<file path="src/rtl/mips_multicycle_ctrl.sv">
// Main control FSM for the multi-cycle MIPS datapath. It steps one instruction at a
// time through fetch/decode/execute/memory/writeback, with a mem_ready handshake and an optional timeout.
module mips_multicycle_ctrl #(
    parameter int MAX_WAIT = 0,
    parameter int WAIT_W   = 8
) (
    input  logic       clk,
    input  logic       rst,
    input  logic [5:0] opcode,
    input  logic [5:0] funct,
    input  logic       mem_ready,
    output logic       mem_req,
    output logic       IorD,
    output logic       MemWrite,
    output logic       IRWrite,
    output logic       PCWrite,
    output logic       Branch,
    output logic [1:0] PCSrc,
    output logic       AluSrcA,
    output logic [1:0] AluSrcB,
    output logic       RegDst,
    output logic       MemtoReg,
    output logic       RegWrite,
    output logic       link,
    output logic       Arith_u,
    output logic [3:0] ByteControl,
    output logic [4:0] alu_opcode,
    output logic       instr_done,
    output logic       illegal,
    output logic       bus_err
);

    typedef enum logic [3:0] {
        FETCH  = 4'd0,  DECODE = 4'd1,  MEMADR = 4'd2,  MEMRD  = 4'd3,
        MEMWB  = 4'd4,  MEMWR  = 4'd5,  EXEC   = 4'd6,  ALUWB  = 4'd7,
        BRANCH = 4'd8,  IEXEC  = 4'd9,  IWB    = 4'd10, JUMP   = 4'd11,
        JREG   = 4'd12
    } state_t;

    localparam logic [WAIT_W-1:0] WAIT_LAST = WAIT_W'((MAX_WAIT == 0) ? 0 : MAX_WAIT - 1);

    state_t            state, state_next;
    logic [WAIT_W-1:0] wait_cnt;
    logic              mem_state, timeout, unsigned_load;

    function automatic logic [3:0] byte_ctl(input logic [5:0] op);
        case (op)
            6'd35, 6'd43:        byte_ctl = 4'b1111;
            6'd33, 6'd37, 6'd41: byte_ctl = 4'b0011;
            default:             byte_ctl = 4'b0001;
        endcase
    endfunction

    function automatic logic [4:0] imm_alu(input logic [5:0] op);
        case (op)
            6'd10:   imm_alu = 5'b00111;
            6'd11:   imm_alu = 5'b01000;
            6'd12:   imm_alu = 5'b00100;
            6'd13:   imm_alu = 5'b00101;
            6'd14:   imm_alu = 5'b00110;
            6'd15:   imm_alu = 5'b01001;
            default: imm_alu = 5'b00000;
        endcase
    endfunction

    assign mem_state     = (state == FETCH) || (state == MEMRD) || (state == MEMWR);
    assign unsigned_load = (opcode == 6'd36) || (opcode == 6'd37);
    assign timeout       = (MAX_WAIT != 0) && mem_state && !mem_ready && (wait_cnt == WAIT_LAST);

    // The counter also clears on a timeout, because a timed-out fetch stays in FETCH.
    always_ff @(posedge clk) begin
        if (rst) begin
            state    <= FETCH;
            wait_cnt <= '0;
        end else begin
            state <= state_next;
            if (state_next != state || timeout)
                wait_cnt <= '0;
            else if (mem_state && !mem_ready)
                wait_cnt <= wait_cnt + 1'b1;
        end
    end

    always_comb begin
        state_next  = state;
        mem_req     = 1'b0;
        IorD        = 1'b0;
        MemWrite    = 1'b0;
        IRWrite     = 1'b0;
        PCWrite     = 1'b0;
        Branch      = 1'b0;
        PCSrc       = 2'b00;
        AluSrcA     = 1'b0;
        AluSrcB     = 2'b00;
        RegDst      = 1'b0;
        MemtoReg    = 1'b0;
        RegWrite    = 1'b0;
        link        = 1'b0;
        Arith_u     = 1'b0;
        ByteControl = 4'b0000;
        alu_opcode  = 5'b00000;
        instr_done  = 1'b0;
        illegal     = 1'b0;
        bus_err     = 1'b0;
        if (!rst) begin
            case (state)
                FETCH: begin
                    mem_req = 1'b1;
                    AluSrcB = 2'b01;
                    if (mem_ready) begin
                        IRWrite    = 1'b1;
                        PCWrite    = 1'b1;
                        state_next = DECODE;
                    end else if (timeout) begin
                        bus_err = 1'b1;
                    end
                end
                DECODE: begin
                    AluSrcB = 2'b11;
                    case (opcode)
                        6'd0:  state_next = (funct == 6'd8 || funct == 6'd9) ? JREG : EXEC;
                        6'd28: state_next = EXEC;
                        6'd32, 6'd33, 6'd35, 6'd36, 6'd37, 6'd40, 6'd41, 6'd43:
                               state_next = MEMADR;
                        6'd1, 6'd4, 6'd5, 6'd6, 6'd7:
                               state_next = BRANCH;
                        6'd8, 6'd9, 6'd10, 6'd11, 6'd12, 6'd13, 6'd14, 6'd15:
                               state_next = IEXEC;
                        6'd2, 6'd3:
                               state_next = JUMP;
                        default: begin
                            illegal    = 1'b1;
                            state_next = FETCH;
                        end
                    endcase
                end
                MEMADR: begin
                    AluSrcA     = 1'b1;
                    AluSrcB     = 2'b10;
                    ByteControl = byte_ctl(opcode);
                    state_next  = opcode[3] ? MEMWR : MEMRD;
                end
                MEMRD: begin
                    mem_req     = 1'b1;
                    IorD        = 1'b1;
                    ByteControl = byte_ctl(opcode);
                    Arith_u     = unsigned_load;
                    if (mem_ready) begin
                        state_next = MEMWB;
                    end else if (timeout) begin
                        bus_err    = 1'b1;
                        state_next = FETCH;
                    end
                end
                MEMWB: begin
                    RegWrite    = 1'b1;
                    MemtoReg    = 1'b1;
                    ByteControl = byte_ctl(opcode);
                    Arith_u     = unsigned_load;
                    instr_done  = 1'b1;
                    state_next  = FETCH;
                end
                MEMWR: begin
                    mem_req     = 1'b1;
                    IorD        = 1'b1;
                    MemWrite    = 1'b1;
                    ByteControl = byte_ctl(opcode);
                    if (mem_ready) begin
                        instr_done = 1'b1;
                        state_next = FETCH;
                    end else if (timeout) begin
                        bus_err    = 1'b1;
                        state_next = FETCH;
                    end
                end
                EXEC: begin
                    AluSrcA    = 1'b1;
                    alu_opcode = (opcode == 6'd0) ? 5'b00010 : 5'b01010;
                    state_next = ALUWB;
                end
                ALUWB: begin
                    RegDst      = 1'b1;
                    RegWrite    = 1'b1;
                    ByteControl = 4'b1111;
                    alu_opcode  = (opcode == 6'd0) ? 5'b00010 : 5'b01010;
                    instr_done  = 1'b1;
                    state_next  = FETCH;
                end
                BRANCH: begin
                    AluSrcA    = 1'b1;
                    alu_opcode = 5'b00011;
                    Branch     = 1'b1;
                    PCSrc      = 2'b01;
                    instr_done = 1'b1;
                    state_next = FETCH;
                end
                IEXEC, IWB: begin
                    AluSrcA    = 1'b1;
                    AluSrcB    = 2'b10;
                    alu_opcode = imm_alu(opcode);
                    Arith_u    = (opcode == 6'd12) || (opcode == 6'd13) || (opcode == 6'd14);
                    if (state == IWB) begin
                        RegWrite   = 1'b1;
                        instr_done = 1'b1;
                        state_next = FETCH;
                    end else begin
                        state_next = IWB;
                    end
                end
                JUMP: begin
                    PCSrc      = 2'b10;
                    PCWrite    = 1'b1;
                    instr_done = 1'b1;
                    link       = (opcode == 6'd3);
                    RegWrite   = (opcode == 6'd3);
                    state_next = FETCH;
                end
                JREG: begin
                    PCSrc      = 2'b11;
                    PCWrite    = 1'b1;
                    instr_done = 1'b1;
                    link       = (funct == 6'd9);
                    RegWrite   = (funct == 6'd9);
                    RegDst     = (funct == 6'd9);
                    state_next = FETCH;
                end
                default: state_next = FETCH;
            endcase
        end
    end

endmodule

</file>
<file path="config.mk">
export PLATFORM = sky130hd
export DESIGN_NAME = mips_multicycle_ctrl
export DESIGN_NICKNAME = d
export VERILOG_FILES = /design/src/rtl/mips_multicycle_ctrl.sv
export SDC_FILE = /design/constraint.sdc
export NUM_CORES = 1
export LEC_CHECK = 0
export CAP_MARGIN = 15
export CORE_UTILIZATION = 25
export DETAILED_ROUTE_END_ITERATION = 10
export HOLD_SLACK_MARGIN = 0.15
export PLACE_DENSITY = 0.58
export RECOVER_POWER = 50
export SYNTH_ARGS = -nofsm -noshare
export SYNTH_HDL_FRONTEND = slang
export SYNTH_SLANG_ARGS = --single-unit
</file>
<file path="constraint.sdc">
create_clock -name clk -period 1.9 [get_ports clk]
set_input_delay 0.285 -clock clk [delete_from_list [all_inputs] [get_ports clk]]
set_output_delay 0.285 -clock clk [all_outputs]
set_load 0.05 [all_outputs]
</file>
==> results.cfg <==
[route]
dr_wl_met3_um = 172
drt-wirelength-per-cell_um = 14.5
highest_layer = met4
routed_wl_um = 4080
drt_iter0_drc = 55
wl_met2_um = 2010
dr.pass1.iters = 4
drc = 0
wl_met1_um = 1850
vias = 1470
final_antenna_net_count = 0
vias_per_cell = 5.21

[timing]
rsz0062_at_grt = true
min_period_ps = 1890
timing.final.crit_share = 0.996
finalClockSkew_ps = 0.160
holdWs_ps = 684
max_freq_mhz = 528
final-hold-violation-count = 0
setup_violations = 0
final_max_slew_viol_count = 0

[layout]
regMostFlops = state
layout.nets = 249
drive_gt1_frac = 0.578
largest_registers = state: 4 flops
syn_to_final_growth_pct = 122
largest_reg_flops = 4
antenna_cells = 0
layoutNonFillerInstCount = 282

[synthesis]
yosys.cell_types.count = 54
ys_seq_elements = 4
synth_edf_count = 0
synthTopCellsByArea = dfxtp_1 (7.4%), nor2_1 (5.9%), a21oi_1 (5.5%), buf_4 (5.5%), nand2b_1 (5.2%)
synthCells = 158
syn_area_sq_um = 1090
ys.flop_type = dfxtp_1
yosysSeqAreaShare = 0.0736
synth_top_cell_by_area = dfxtp_1
avgSynthCellArea_sq_um = 6.88
yosysWarnings = 0
synth_top_area_share = 0.0736
synth-async-reset-ratio = 0

[die]
num_io_pins = 43
core_area_sq_um = 4090
placementRows = 23
die_area_sq_um = 4620
die_w_um = 68.0
chipHeight_um = 68.0
initial_utilization = 0.266

[cts]
clkSlewWorstSetupHoldPaths_ps = 30
ctsHoldBuffers = 0
htree_levels = 1
clock-sinks = 4
clkLatencyLatePin_ps = 210
cts_tree = built
cts_root_buf = clkbuf_8
numCtsBuffers = 3
cts_max_path_buffers = 2

[place]
hpwl_um = 3040
globalplace.congestion = 0.879
dp.cells = 275
numPortBuffers = 40

[min_path]
worstHoldPathType = in -> reg
min_to = state[0]
worstHoldPathCells = 4
min-delay-start = opcode[1]

[global_route]
grt_overflow = 0
antenna_found_initial = 0
grt_pass1_wl_um = 6390
grt_pass1_vias = 1327
grt_max_degree = 14
grt_usage = 0.178

[critical_path]
cp_data_required_time_ps = 1620
cp-end-kind = output port
cp_max_fo = 2
start_kind = input port
reg2reg_to = state[0]
reg2regPathDepth = 5
timing_worst_setup_path_type = in -> out
critical_path_arrival_ps = 1610
ff2ff_setup_slack_ps = 480
r2r-start = state[1]

[outcome]
status = completed

[power]
powerDensity_nw_per_um2 = 366
vdd.ir_drop.worst_mv = 0.235
leakagePower_nw = 0.935

[flow_run]
maxCapViolCount = 0
[final cells by class]
cell class                 instances  area [sq um]
fill                             348          1670
multi-input combinational        129          1150
timing repair buffer              91          1050
sequential                         4          95.1
tap                               50          62.6
clock buffer                       3          41.3
inverter                           5          18.8
[repair_timing]
action	CTS	global route
setup buffers	3	1
pin swaps	10	11
endpoints found under the setup margin	22	14
gates resized for setup	39	24
[critical path, cell delays in order]
cell	delay [ps]
clkdlybuf4s50_1	420
nor3b_2	200
nand4_1	170
a21boi_4	190
a21oi_2	180
buf_12	150
[report_power, final]
group / internal (mW) / switching [mW]
logic: 0.277 / 0.312
clock network: 0.135 / 0.0381
registers: 0.0926 / 0.0303
total: 0.504 / 0.380
[metrics by stage]
stage,setup WS [ps],power (mW),area (sq um),setup TNS (ps),util
2_1_floorplan,-94.2,0.425,1200,-106,-
3_3_place_gp,-324,0.657,2150,-3350,0.526
3_5_place_dp,-334,0.663,2150,-3590,0.526
4_1_cts,-11.5,0.863,2320,-11.5,0.567
5_1_grt,-66.7,0.936,2420,-328,0.592
6_report,6.84,0.884,2420,0,0.592
[cell families (layout without fill, tap and decap cells)]
family                    after synthesis  count (layout)  synth area share
AOI/OAI and AO/OA                      43              43             0.292
xor gates and xnor gates                2               2            0.0230
buffers and inverters                  26              99             0.135
DFF                                     4               4            0.0737
muxes                                   3               3            0.0276
other                                   1               2           0.00345
and+or+nand+nor                        79              79             0.445
[synthesized netlist by cell type, types with 2 or more instances]
library cell and number:
o21a_1 3, mux2i_1 3, o21ai_0 2, nand2b_1 9, nor3_1 3, nand4b_1 2, a211oi_1 2, a32oi_1 2
clkbuf_1 3, a31oi_1 2, nor2_1 17, o21ai_1 2, nand3b_1 3, o22ai_1 2, nor2b_1 5, a21oi_1 12
dfxtp_1 4, buf_4 8, nor3b_1 5, nand3_1 2, o221ai_1 2, o211ai_2 2, inv_1 5, or2_1 2
and3_1 3, nor4b_1 4, nor4_1 4, buf_2 9, nand2_1 11
[worst max-delay path by stage]
stage                          from        endpoint  slack [ps]  cells after the start
after CTS                  state[3]         Arith_u         -10                      6
final                      funct[1]        RegWrite           7                      6
after global routing      opcode[2]  ByteControl[2]         -70                      6
after floorplan            state[3]        PCSrc[0]         -90                      3
after global placement    opcode[3]   alu_opcode[2]        -320                      7
after detailed placement  opcode[3]   alu_opcode[3]        -330                      6
[cell usage in the layout (no fill, tap or decap), drive strengths merged, types with 2 or more instances in the layout]
| cell type | netlist | routed |
|---|---|---|
| nor3b | 5 | 5 |
| nand4b | 2 | 2 |
| clkdlybuf4s15 | 0 | 2 |
| buf | 18 | 78 |
| clkbuf | 3 | 4 |
| or2 | 2 | 2 |
| nor2 | 18 | 18 |
| nand3 | 2 | 2 |
| a32oi | 2 | 2 |
| a211oi | 3 | 3 |
| mux2i | 3 | 3 |
| nor4b | 5 | 5 |
| inv | 5 | 5 |
| dfxtp | 4 | 4 |
| or3 | 2 | 2 |
| o21a | 3 | 3 |
| and3 | 3 | 3 |
| o211ai | 2 | 2 |
| nand2b | 9 | 9 |
| o21ai | 4 | 4 |
| nor3 | 3 | 3 |
| conb | 1 | 2 |
| o22ai | 2 | 2 |
| a31oi | 2 | 2 |
| clkdlybuf4s50 | 0 | 5 |
| xnor2 | 2 | 2 |
| a21oi | 12 | 12 |
| a21boi | 2 | 2 |
| nor2b | 5 | 5 |
| nand2 | 11 | 11 |
| o221ai | 2 | 2 |
| nor4 | 5 | 5 |
| dlygate4sd2 | 0 | 4 |
| nand3b | 3 | 3 |
[per-layer routing]
metal | vias to the layer above | global-route usage
met5 | - | 0
met2 | 45 | 0.301
li1 | 725 | -
met4 | 0 | 0.0130
met3 | 4 | 0.0217
met1 | 696 | 0.249
(Power assumes the default switching activity.)
